[config.mk]
export PLATFORM = sky130hd
export DESIGN_NAME = rotary_ctrl_multi_flat
export DESIGN_NICKNAME = d
export VERILOG_FILES = /design/src/rtl/rotary_ctrl_multi_if.sv /design/src/rtl/rotary_ctrl_multi.sv /design/src/flat_wrapper.sv
export SDC_FILE = /design/constraint.sdc
export NUM_CORES = 1
export LEC_CHECK = 0
export ABC_AREA = 1
export CAP_MARGIN = 30
export CORE_MARGIN = 2
export CORE_UTILIZATION = 33
export CTS_CLUSTER_DIAMETER = 200
export DETAILED_ROUTE_END_ITERATION = 16
export GPL_TIMING_DRIVEN = 0
export PLACE_DENSITY = 0.49
export SYNTH_ARGS = -nofsm -noshare
export SYNTH_HDL_FRONTEND = slang
export SYNTH_SLANG_ARGS = --single-unit
[constraint.sdc]
create_clock -name clk_sys -period 3.1 [get_ports clk_sys]
set_clock_uncertainty 0.05 [all_clocks]
set_input_delay 0.465 -clock clk_sys [delete_from_list [all_inputs] [get_ports clk_sys]]
set_output_delay 0.465 -clock clk_sys [all_outputs]
set_load 0.05 [all_outputs]
[src/rtl/rotary_ctrl_multi_if.sv]
`default_nettype none
// ============================================================================
// Module      : rotary_ctrl_multi_if
// Description : Bundle of the per-channel request and position signals of
//               rotary_ctrl_multi.
//               master = request side (input mapper / testbench),
//               slave  = rotary_ctrl_multi.
// Signals     : cw, ccw           raw rotate requests, one bit per channel
//               abs_en            channel runs in absolute (target) mode
//               abs_valid         one-cycle strobe qualifying abs_target
//               abs_target        NCH x PW packed target positions
//               rotary            NCH x POSITIONS packed one-hot positions
//               pos               NCH x PW packed binary positions
//               step_pulse        one-cycle strobe per channel on each step
// Revision    : 1.0  initial release
// ============================================================================
interface rotary_ctrl_multi_if #(
    parameter int NCH       = 2,
    parameter int POSITIONS = 12,
    parameter int PW        = 4
);
    logic [NCH-1:0]           cw;
    logic [NCH-1:0]           ccw;
    logic [NCH-1:0]           abs_en;
    logic [NCH-1:0]           abs_valid;
    logic [NCH*PW-1:0]        abs_target;
    logic [NCH*POSITIONS-1:0] rotary;
    logic [NCH*PW-1:0]        pos;
    logic [NCH-1:0]           step_pulse;

    modport master (
        output cw, ccw, abs_en, abs_valid, abs_target,
        input  rotary, pos, step_pulse
    );

    modport slave (
        input  cw, ccw, abs_en, abs_valid, abs_target,
        output rotary, pos, step_pulse
    );
endinterface
`default_nettype wire

[src/rtl/rotary_ctrl_multi.sv]
`default_nettype none
// ============================================================================
// Module      : rotary_ctrl_multi
// Description : Multi-channel rotary-joystick position generator. Each channel
//               synchronises and debounces its cw/ccw requests, steps once
//               per press with optional hold-to-repeat, or in absolute mode
//               walks toward a latched target by the shortest path.
//               All timing is counted in ticks of a shared prescaler.
// Ports       : clk_sys   system clock
//               reset_n   asynchronous active-low reset
//               bus       rotary_ctrl_multi_if.slave (requests in,
//                         rotary/pos/step_pulse out)
// Revision    : 1.0  initial release
// ============================================================================
module rotary_ctrl_multi #(
    parameter int NCH          = 2,
    parameter int POSITIONS    = 12,
    parameter int PW           = 4,
    parameter int TICK_DIV     = 72000,
    parameter int DEB_TICKS    = 2,
    parameter int REPEAT_DELAY = 250,
    parameter int REPEAT_RATE  = 60,
    parameter int AUTO_REPEAT  = 1
) (
    input  wire                     clk_sys,
    input  wire                     reset_n,
    rotary_ctrl_multi_if.slave      bus
);

    localparam int c_TW   = (TICK_DIV > 1) ? $clog2(TICK_DIV) : 1;
    localparam int c_RMAX = (REPEAT_DELAY > REPEAT_RATE) ? REPEAT_DELAY : REPEAT_RATE;
    localparam int c_RW   = $clog2(c_RMAX + 1);

    localparam logic [c_TW-1:0] c_TICK_LAST = c_TW'(TICK_DIV - 1);
    localparam logic [PW-1:0]   c_LAST      = PW'(POSITIONS - 1);
    localparam logic [PW:0]     c_NPOS      = (PW+1)'(POSITIONS);
    localparam logic [PW:0]     c_HALF      = (PW+1)'(POSITIONS / 2);
    localparam logic [c_RW-1:0] c_RDLY      = c_RW'(REPEAT_DELAY);
    localparam logic [c_RW-1:0] c_RRATE     = c_RW'(REPEAT_RATE);

    // ------------------------------------------------------------------
    // Shared tick prescaler
    // ------------------------------------------------------------------
    logic [c_TW-1:0] r_presc;
    logic            w_tick;

    assign w_tick = (r_presc == c_TICK_LAST);

    always_ff @(posedge clk_sys or negedge reset_n) begin
        if (!reset_n) begin
            r_presc <= '0;
        end else if (w_tick) begin
            r_presc <= '0;
        end else begin
            r_presc <= r_presc + 1'b1;
        end
    end

    logic [NCH*POSITIONS-1:0] w_rot_all;
    logic [NCH*PW-1:0]        w_pos_all;
    logic [NCH-1:0]           w_step_all;

    // ------------------------------------------------------------------
    // Per-channel logic
    // ------------------------------------------------------------------
    for (genvar gi = 0; gi < NCH; gi++) begin : g_ch
        // index 0 = cw, index 1 = ccw throughout this block
        logic [1:0]           w_raw;
        logic [1:0]           r_s1;
        logic [1:0]           r_s2;
        logic [1:0]           w_lvl;
        logic [1:0]           r_lvl_d;
        logic [1:0]           w_rise;
        logic                 w_abs;
        logic [PW-1:0]        w_tgt_in;
        logic [PW-1:0]        r_pos;
        logic [POSITIONS-1:0] r_rot;
        logic                 r_step;
        logic [PW-1:0]        r_tgt;
        logic                 r_tgt_vld;
        logic                 r_arm;
        logic [c_RW-1:0]      r_rtmr;
        logic [c_RW-1:0]      r_atmr;
        logic [PW:0]          w_dist;
        logic                 w_abs_go;
        logic                 w_abs_cw;
        logic                 w_step;
        logic                 w_step_cw;

        assign w_raw    = {bus.ccw[gi], bus.cw[gi]};
        assign w_abs    = bus.abs_en[gi];
        assign w_tgt_in = bus.abs_target[gi*PW +: PW];

        always_ff @(posedge clk_sys or negedge reset_n) begin
            if (!reset_n) begin
                r_s1 <= '0;
                r_s2 <= '0;
            end else begin
                r_s1 <= w_raw;
                r_s2 <= r_s1;
            end
        end

        if (DEB_TICKS == 0) begin : g_deb_bypass
            assign w_lvl = r_s2;
        end else begin : g_deb
            localparam int c_DW = $clog2(DEB_TICKS + 1);
            for (genvar gk = 0; gk < 2; gk++) begin : g_in
                logic            r_prev;
                logic            r_level;
                logic [c_DW-1:0] r_cnt;

                // r_cnt counts ticks since the synchronised value last
                // changed; it only runs while that value differs from
                // the current debounced level.
                always_ff @(posedge clk_sys or negedge reset_n) begin
                    if (!reset_n) begin
                        r_prev  <= 1'b0;
                        r_level <= 1'b0;
                        r_cnt   <= '0;
                    end else begin
                        r_prev <= r_s2[gk];
                        if (r_s2[gk] != r_prev || r_s2[gk] == r_level) begin
                            r_cnt <= '0;
                        end else if (w_tick) begin
                            if (r_cnt == c_DW'(DEB_TICKS - 1)) begin
                                r_level <= r_s2[gk];
                                r_cnt   <= '0;
                            end else begin
                                r_cnt <= r_cnt + 1'b1;
                            end
                        end
                    end
                end

                assign w_lvl[gk] = r_level;
            end
        end

        // Edge history keeps tracking in absolute mode, so a request that is
        // still held when the channel returns to manual mode has no edge.
        assign w_rise = w_lvl & ~r_lvl_d;

        // Forward (ccw) distance from pos to the latched target, mod POSITIONS
        always_comb begin
            w_dist = '0;
            if (r_tgt >= r_pos) begin
                w_dist = {1'b0, r_tgt} - {1'b0, r_pos};
            end else begin
                w_dist = {1'b0, r_tgt} + c_NPOS - {1'b0, r_pos};
            end
        end

        assign w_abs_go = r_tgt_vld && (w_dist != '0);
        assign w_abs_cw = (w_dist >= c_HALF);

        always_comb begin
            w_step    = 1'b0;
            w_step_cw = 1'b0;
            if (w_abs) begin
                if (w_abs_go && (r_atmr == '0)) begin
                    w_step    = 1'b1;
                    w_step_cw = w_abs_cw;
                end
            end else if (w_lvl != 2'b11) begin
                if (w_rise[0]) begin
                    w_step    = 1'b1;
                    w_step_cw = 1'b1;
                end else if (w_rise[1]) begin
                    w_step    = 1'b1;
                    w_step_cw = 1'b0;
                end else if (r_arm && (w_lvl != 2'b00) && (r_rtmr == '0)) begin
                    w_step    = 1'b1;
                    w_step_cw = w_lvl[0];
                end
            end
        end

        always_ff @(posedge clk_sys or negedge reset_n) begin
            if (!reset_n) begin
                r_lvl_d   <= '0;
                r_pos     <= '0;
                r_rot     <= POSITIONS'(1);
                r_step    <= 1'b0;
                r_tgt     <= '0;
                r_tgt_vld <= 1'b0;
                r_arm     <= 1'b0;
                r_rtmr    <= '0;
                r_atmr    <= '0;
            end else begin
                r_lvl_d <= w_lvl;
                r_step  <= w_step;

                if (w_step) begin
                    if (w_step_cw) begin
                        r_pos <= (r_pos == '0) ? c_LAST : r_pos - 1'b1;
                        r_rot <= {r_rot[0], r_rot[POSITIONS-1:1]};
                    end else begin
                        r_pos <= (r_pos == c_LAST) ? '0 : r_pos + 1'b1;
                        r_rot <= {r_rot[POSITIONS-2:0], r_rot[POSITIONS-1]};
                    end
                end

                // Out-of-range targets are dropped; the old target stays.
                if (!w_abs) begin
                    r_tgt_vld <= 1'b0;
                end else if (bus.abs_valid[gi] && ({1'b0, w_tgt_in} < c_NPOS)) begin
                    r_tgt     <= w_tgt_in;
                    r_tgt_vld <= 1'b1;
                end

                // Absolute timer is cleared once on target, so the next
                // latch steps right away; a mid-travel retarget keeps it.
                if (!w_abs || !w_abs_go) begin
                    r_atmr <= '0;
                end else if (w_step) begin
                    r_atmr <= c_RRATE;
                end else if (w_tick && (r_atmr != '0)) begin
                    r_atmr <= r_atmr - 1'b1;
                end

                if (w_abs || (w_lvl == 2'b11) || (w_lvl == 2'b00)) begin
                    r_arm  <= 1'b0;
                    r_rtmr <= '0;
                end else if (w_step) begin
                    r_arm  <= (AUTO_REPEAT != 0);
                    r_rtmr <= (w_rise != 2'b00) ? c_RDLY : c_RRATE;
                end else if (w_tick && (r_rtmr != '0)) begin
                    r_rtmr <= r_rtmr - 1'b1;
                end
            end
        end

        assign w_rot_all[gi*POSITIONS +: POSITIONS] = r_rot;
        assign w_pos_all[gi*PW +: PW]               = r_pos;
        assign w_step_all[gi]                       = r_step;
    end

    assign bus.rotary     = w_rot_all;
    assign bus.pos        = w_pos_all;
    assign bus.step_pulse = w_step_all;

endmodule
`default_nettype wire

[src/flat_wrapper.sv]
// flat-port wrapper written by rule: the top's interface ports become plain ports
module rotary_ctrl_multi_flat 
#(
    parameter int NCH          = 2,
    parameter int POSITIONS    = 12,
    parameter int PW           = 4,
    parameter int TICK_DIV     = 72000,
    parameter int DEB_TICKS    = 2,
    parameter int REPEAT_DELAY = 250,
    parameter int REPEAT_RATE  = 60,
    parameter int AUTO_REPEAT  = 1
)
  (clk_sys, reset_n, bus_cw, bus_ccw, bus_abs_en, bus_abs_valid, bus_abs_target, bus_rotary, bus_pos, bus_step_pulse);
  rotary_ctrl_multi_if #(.NCH(NCH), .POSITIONS(POSITIONS), .PW(PW)) bus_i ();
  input  wire clk_sys;
  input  wire reset_n;
  input wire logic [$bits(bus_i.cw)-1:0] bus_cw;
  input wire logic [$bits(bus_i.ccw)-1:0] bus_ccw;
  input wire logic [$bits(bus_i.abs_en)-1:0] bus_abs_en;
  input wire logic [$bits(bus_i.abs_valid)-1:0] bus_abs_valid;
  input wire logic [$bits(bus_i.abs_target)-1:0] bus_abs_target;
  output wire logic [$bits(bus_i.rotary)-1:0] bus_rotary;
  output wire logic [$bits(bus_i.pos)-1:0] bus_pos;
  output wire logic [$bits(bus_i.step_pulse)-1:0] bus_step_pulse;
  assign bus_i.cw = bus_cw;
  assign bus_i.ccw = bus_ccw;
  assign bus_i.abs_en = bus_abs_en;
  assign bus_i.abs_valid = bus_abs_valid;
  assign bus_i.abs_target = bus_abs_target;
  assign bus_rotary = bus_i.rotary;
  assign bus_pos = bus_i.pos;
  assign bus_step_pulse = bus_i.step_pulse;
  rotary_ctrl_multi #(.NCH(NCH), .POSITIONS(POSITIONS), .PW(PW), .TICK_DIV(TICK_DIV), .DEB_TICKS(DEB_TICKS), .REPEAT_DELAY(REPEAT_DELAY), .REPEAT_RATE(REPEAT_RATE), .AUTO_REPEAT(AUTO_REPEAT)) u_core (.clk_sys(clk_sys), .reset_n(reset_n), .bus(bus_i));
endmodule
==> impl_results.md, run 1 <==
- Max-Cap Viols: 0
- Fmax: 353 MHz
- Final cycle utilization of the critical path: 0.914
- Kind of critical path: reg2reg
- Max_slew headroom: 0.592
- Slew Viols, Final: 0
- Vias per cell: 4.71
- CP max FO: 7
- DPL Wire Length: 12.0 mm
- Seq/Total Area, Yosys: 0.411
- Total GRT Usage: 0.150
- Inserted Diodes: 0
- RSZ-0062 raised after global routing: false
- Post-layout util: 0.408
- IO Port Bufs: 51
- Syn_nets: 1,012
- CTS clk-pin slew, worst paths: 0.06 ns
- Drt drc: 0
- Total power: 7810 µW
- Hold WC Path Type: in2async
- Starting DRT DRC Count: 227
- PnR worst setup slack: 0.267 ns
- Clk buf depth: 2
- CP most frequent cell: nand2_1
- Floorplan core area: 0.0224 mm²
- Die area: 0.0239 mm²
- Cells after Synth: 959
- Vias in the first global route: 6,079
- Synthesis Warnings: 0
- CP endpoint kind: flip-flop
- VDD IR-drop max: 0.312 mV
- Synthesized area: 0.00749 mm²
- Setup Viol. Count Final: 0
- Starting Density: 0.334
- Die X: 155 µm
- Fin crit period: 2.83 ns
- Synth Area per Inst: 7.82 µm²
- Async S/R FF share, synth: 1.00
- Pre-CTS setup slack: 0.0636 ns
- Io pins: 52
- H-Tree Depth: 4
- Congestion Overflow GR: 0
- Post-synth EDFFs: 0
- CP Cell Sequence: ha_1, inv_1, ha_1, inv_1, fa_1, inv_1, nand2_1, nand2_1, nand4_1, nand2_1, nor2_4, nand2_4, nand2_1, a21oi_4, nand2_2, nand3_1, nand2_1
- Hold Buf Count CTS: 0
- Fillcell total: 2,287
- PD cells: 853 mW/mm²
- First-pass GRT wire length: 29.5 mm
- Cell row count: 55
- Fraction of layout cells with a size suffix above 1: 0.119
- Critical path startpoint category: flip-flop
- Leakage power: 0.00452 µW
- Clock sinks: 123
- Required time worst endpoint: 3.34 ns
- Clk_lat worst skew: 0.41 ns
- Router iterations before antenna repair: 4
- Number of nets with antenna violations after routing: 0
- Main flop type after synthesis: dfrtp_1
- Worst Path Arrival: 3.07 ns
- Fin Hold WS: -0.0104 ns
- Largest net degree at the start of global routing: 65
- Yosys reg bits: 123
- CTS Buf Count: 17
- Final Wtd Congestion: 0.831
- Status: finished, violations left
- Final wirelength: 17.1 mm
- Critical path's slowest cell: dfrtp_2
- Via Count: 6,274
- CTS tree: built
- Initial antenna violation count: 0
- Failing checks: hold timing
- Routed length per instance: 12.8 µm
- Worst-Margin Slew: 0.611 ns
- Fin. Hold Viols: 3
- Worst path max stage delay: 0.47 ns
- Total Nets Final: 1,086
- Layout area overhead: 22.1%
- Synth cell types: 51
- Root buffer cell: clkbuf_16
- Chip Height: 155 µm
## final timing paths
check / cells after the start / start / end / slack (ns)
setup / recovery: 17 / u_core.g_ch[1].r_pos[0]$_DFFE_PN0P_ / u_core.g_ch[1].r_atmr[5]$_DFFE_PN0P_ / 0.27
hold reg to reg: 0 / u_core.g_ch[0].r_s1[1]$_DFF_PN0_ / u_core.g_ch[0].r_s2[1]$_DFF_PN0_ / 0.30
hold / removal: 1 / reset_n / u_core.r_presc[0]$_DFF_PN0_ / -0.01
setup reg to reg: 17 / u_core.g_ch[1].r_pos[0]$_DFFE_PN0P_ / u_core.g_ch[1].r_atmr[5]$_DFFE_PN0P_ / 0.27
min in group clk_sys: 0 / u_core.g_ch[0].r_s1[1]$_DFF_PN0_ / u_core.g_ch[0].r_s2[1]$_DFF_PN0_ / 0.30
max in group asynchronous: 2 / reset_n / u_core.g_ch[0].r_rot[0]$_DFFE_PN1P_ / 2.25
## cell usage after synthesis (8+ instances only)
cell,n,area share
nand3_1,130,0.087
nand4_1,36,0.030
xnor2_1,13,0.015
a21oi_1,38,0.025
nand2_1,233,0.12
o21ai_1,9,0.0060
buf_2,8,0.0053
dfrtp_1,121,0.40
o21ai_0,24,0.016
ha_1,29,0.048
inv_1,144,0.072
xor2_1,14,0.016
nor2_1,64,0.032
## report_power, final
part	internal (µW)	switching [µW]
Clock	1580	758
Sequential	1830	246
Combinational	1220	2170
## area by class of cell
| class | count | area [µm²] | share of cell area |
|---|---|---|---|
| buffer | 19 | 145 | 0.0159 |
| clock buffer | 22 | 474 | 0.0518 |
| clock inverter | 10 | 210 | 0.0230 |
| inverter | 149 | 562 | 0.0614 |
| multi-input combinational | 668 | 3750 | 0.410 |
| sequential | 123 | 3090 | 0.338 |
| tap | 285 | 357 | 0.0390 |
| timing repair buffer | 55 | 562 | 0.0614 |
## routing by layer
| metal | track usage | up-vias | wire length, µm |
|---|---|---|---|
| li1 | - | 3242 | - |
| met1 | 0.213 | 2928 | 8680 |
| met2 | 0.237 | 89 | 7720 |
| met3 | 0.0294 | 15 | 490 |
| met4 | 0.0370 | 0 | 175 |
| met5 | 0 | - | 0 |
## registers in the layout (all words and copies together) (netlist names)
register                        count
u_core.g_ch.r_rot                  24
u_core.r_presc                     17
u_core.g_ch.r_atmr                 16
u_core.g_ch.r_rtmr                 16
u_core.g_ch.g_deb.g_in.r_cnt        8
u_core.g_ch.r_pos                   8
u_core.g_ch.r_tgt                   8
u_core.g_ch.g_deb.g_in.r_level      4
u_core.g_ch.g_deb.g_in.r_prev       4
u_core.g_ch.r_lvl_d                 4
u_core.g_ch.r_s1                    4
u_core.g_ch.r_s2                    4
u_core.g_ch.r_arm                   2
u_core.g_ch.r_step                  2
u_core.g_ch.r_tgt_vld               2
## per-stage QoR
| step | cell area, µm² | setup TNS (ns) | cells |
|---|---|---|---|
| after floorplan | 7490 | 0 | 959 |
| after global placement | 8360 | -470.84 | 1295 |
| after detailed placement | 8390 | 0 | 1296 |
| after CTS | 9070 | 0 | 1328 |
| after global routing | 9150 | 0 | 1331 |
| final | 9150 | 0 | 1331 |
## worst max-delay path: cells and delay by family (launching register included)
family / cells / cell delay [ns]
AOI/OAI and AO/OA: 1 / 0.22
DFF: 1 / 0.47
buffers and inverters: 3 / 0.25
and+or+nand+nor: 10 / 0.91
adders and majority gates: 3 / 0.82
## cell usage in the layout (no fill, tap or decap), types with 7 or more instances in the layout
master and n:
o21ai_0 24, nand3_1 130, ha_1 25, clkdlybuf4s50_1 50, a21oi_1 38, buf_4 10
nand2_1 233, nor2_1 63, nand4_1 36, nor2_2 8, dfrtp_2 7, xor2_1 14
xnor2_1 13, dfrtp_1 114, clkbuf_16 17, o21ai_1 9, nor3_1 7, inv_1 142
## logic make-up (layout without fill, tap and decap cells)
kind of cell,after synthesis,count (layout),share of synthesized area
fa+ha+maj,35,35,0.0644
buf+inv,168,255,0.0933
flops,123,123,0.411
compound gates,90,90,0.0705
mux,2,2,0.00300
xor+xnor,27,27,0.0316
simple gates,514,514,0.326
## repair_timing
action	4_1_cts	5_1_grt
resized for setup	0	21
setup buffers	0	3
setup endpoints to repair	0	60
Power figures use the tool's default switching activity.
==> run 2, diff against run 1 <==
Settings changed: ABC_CLOCK_PERIOD_IN_PS from default to 3100.
==> results of run 2 <==
The final DEF is identical to that of run 1; final timing and power are the same.
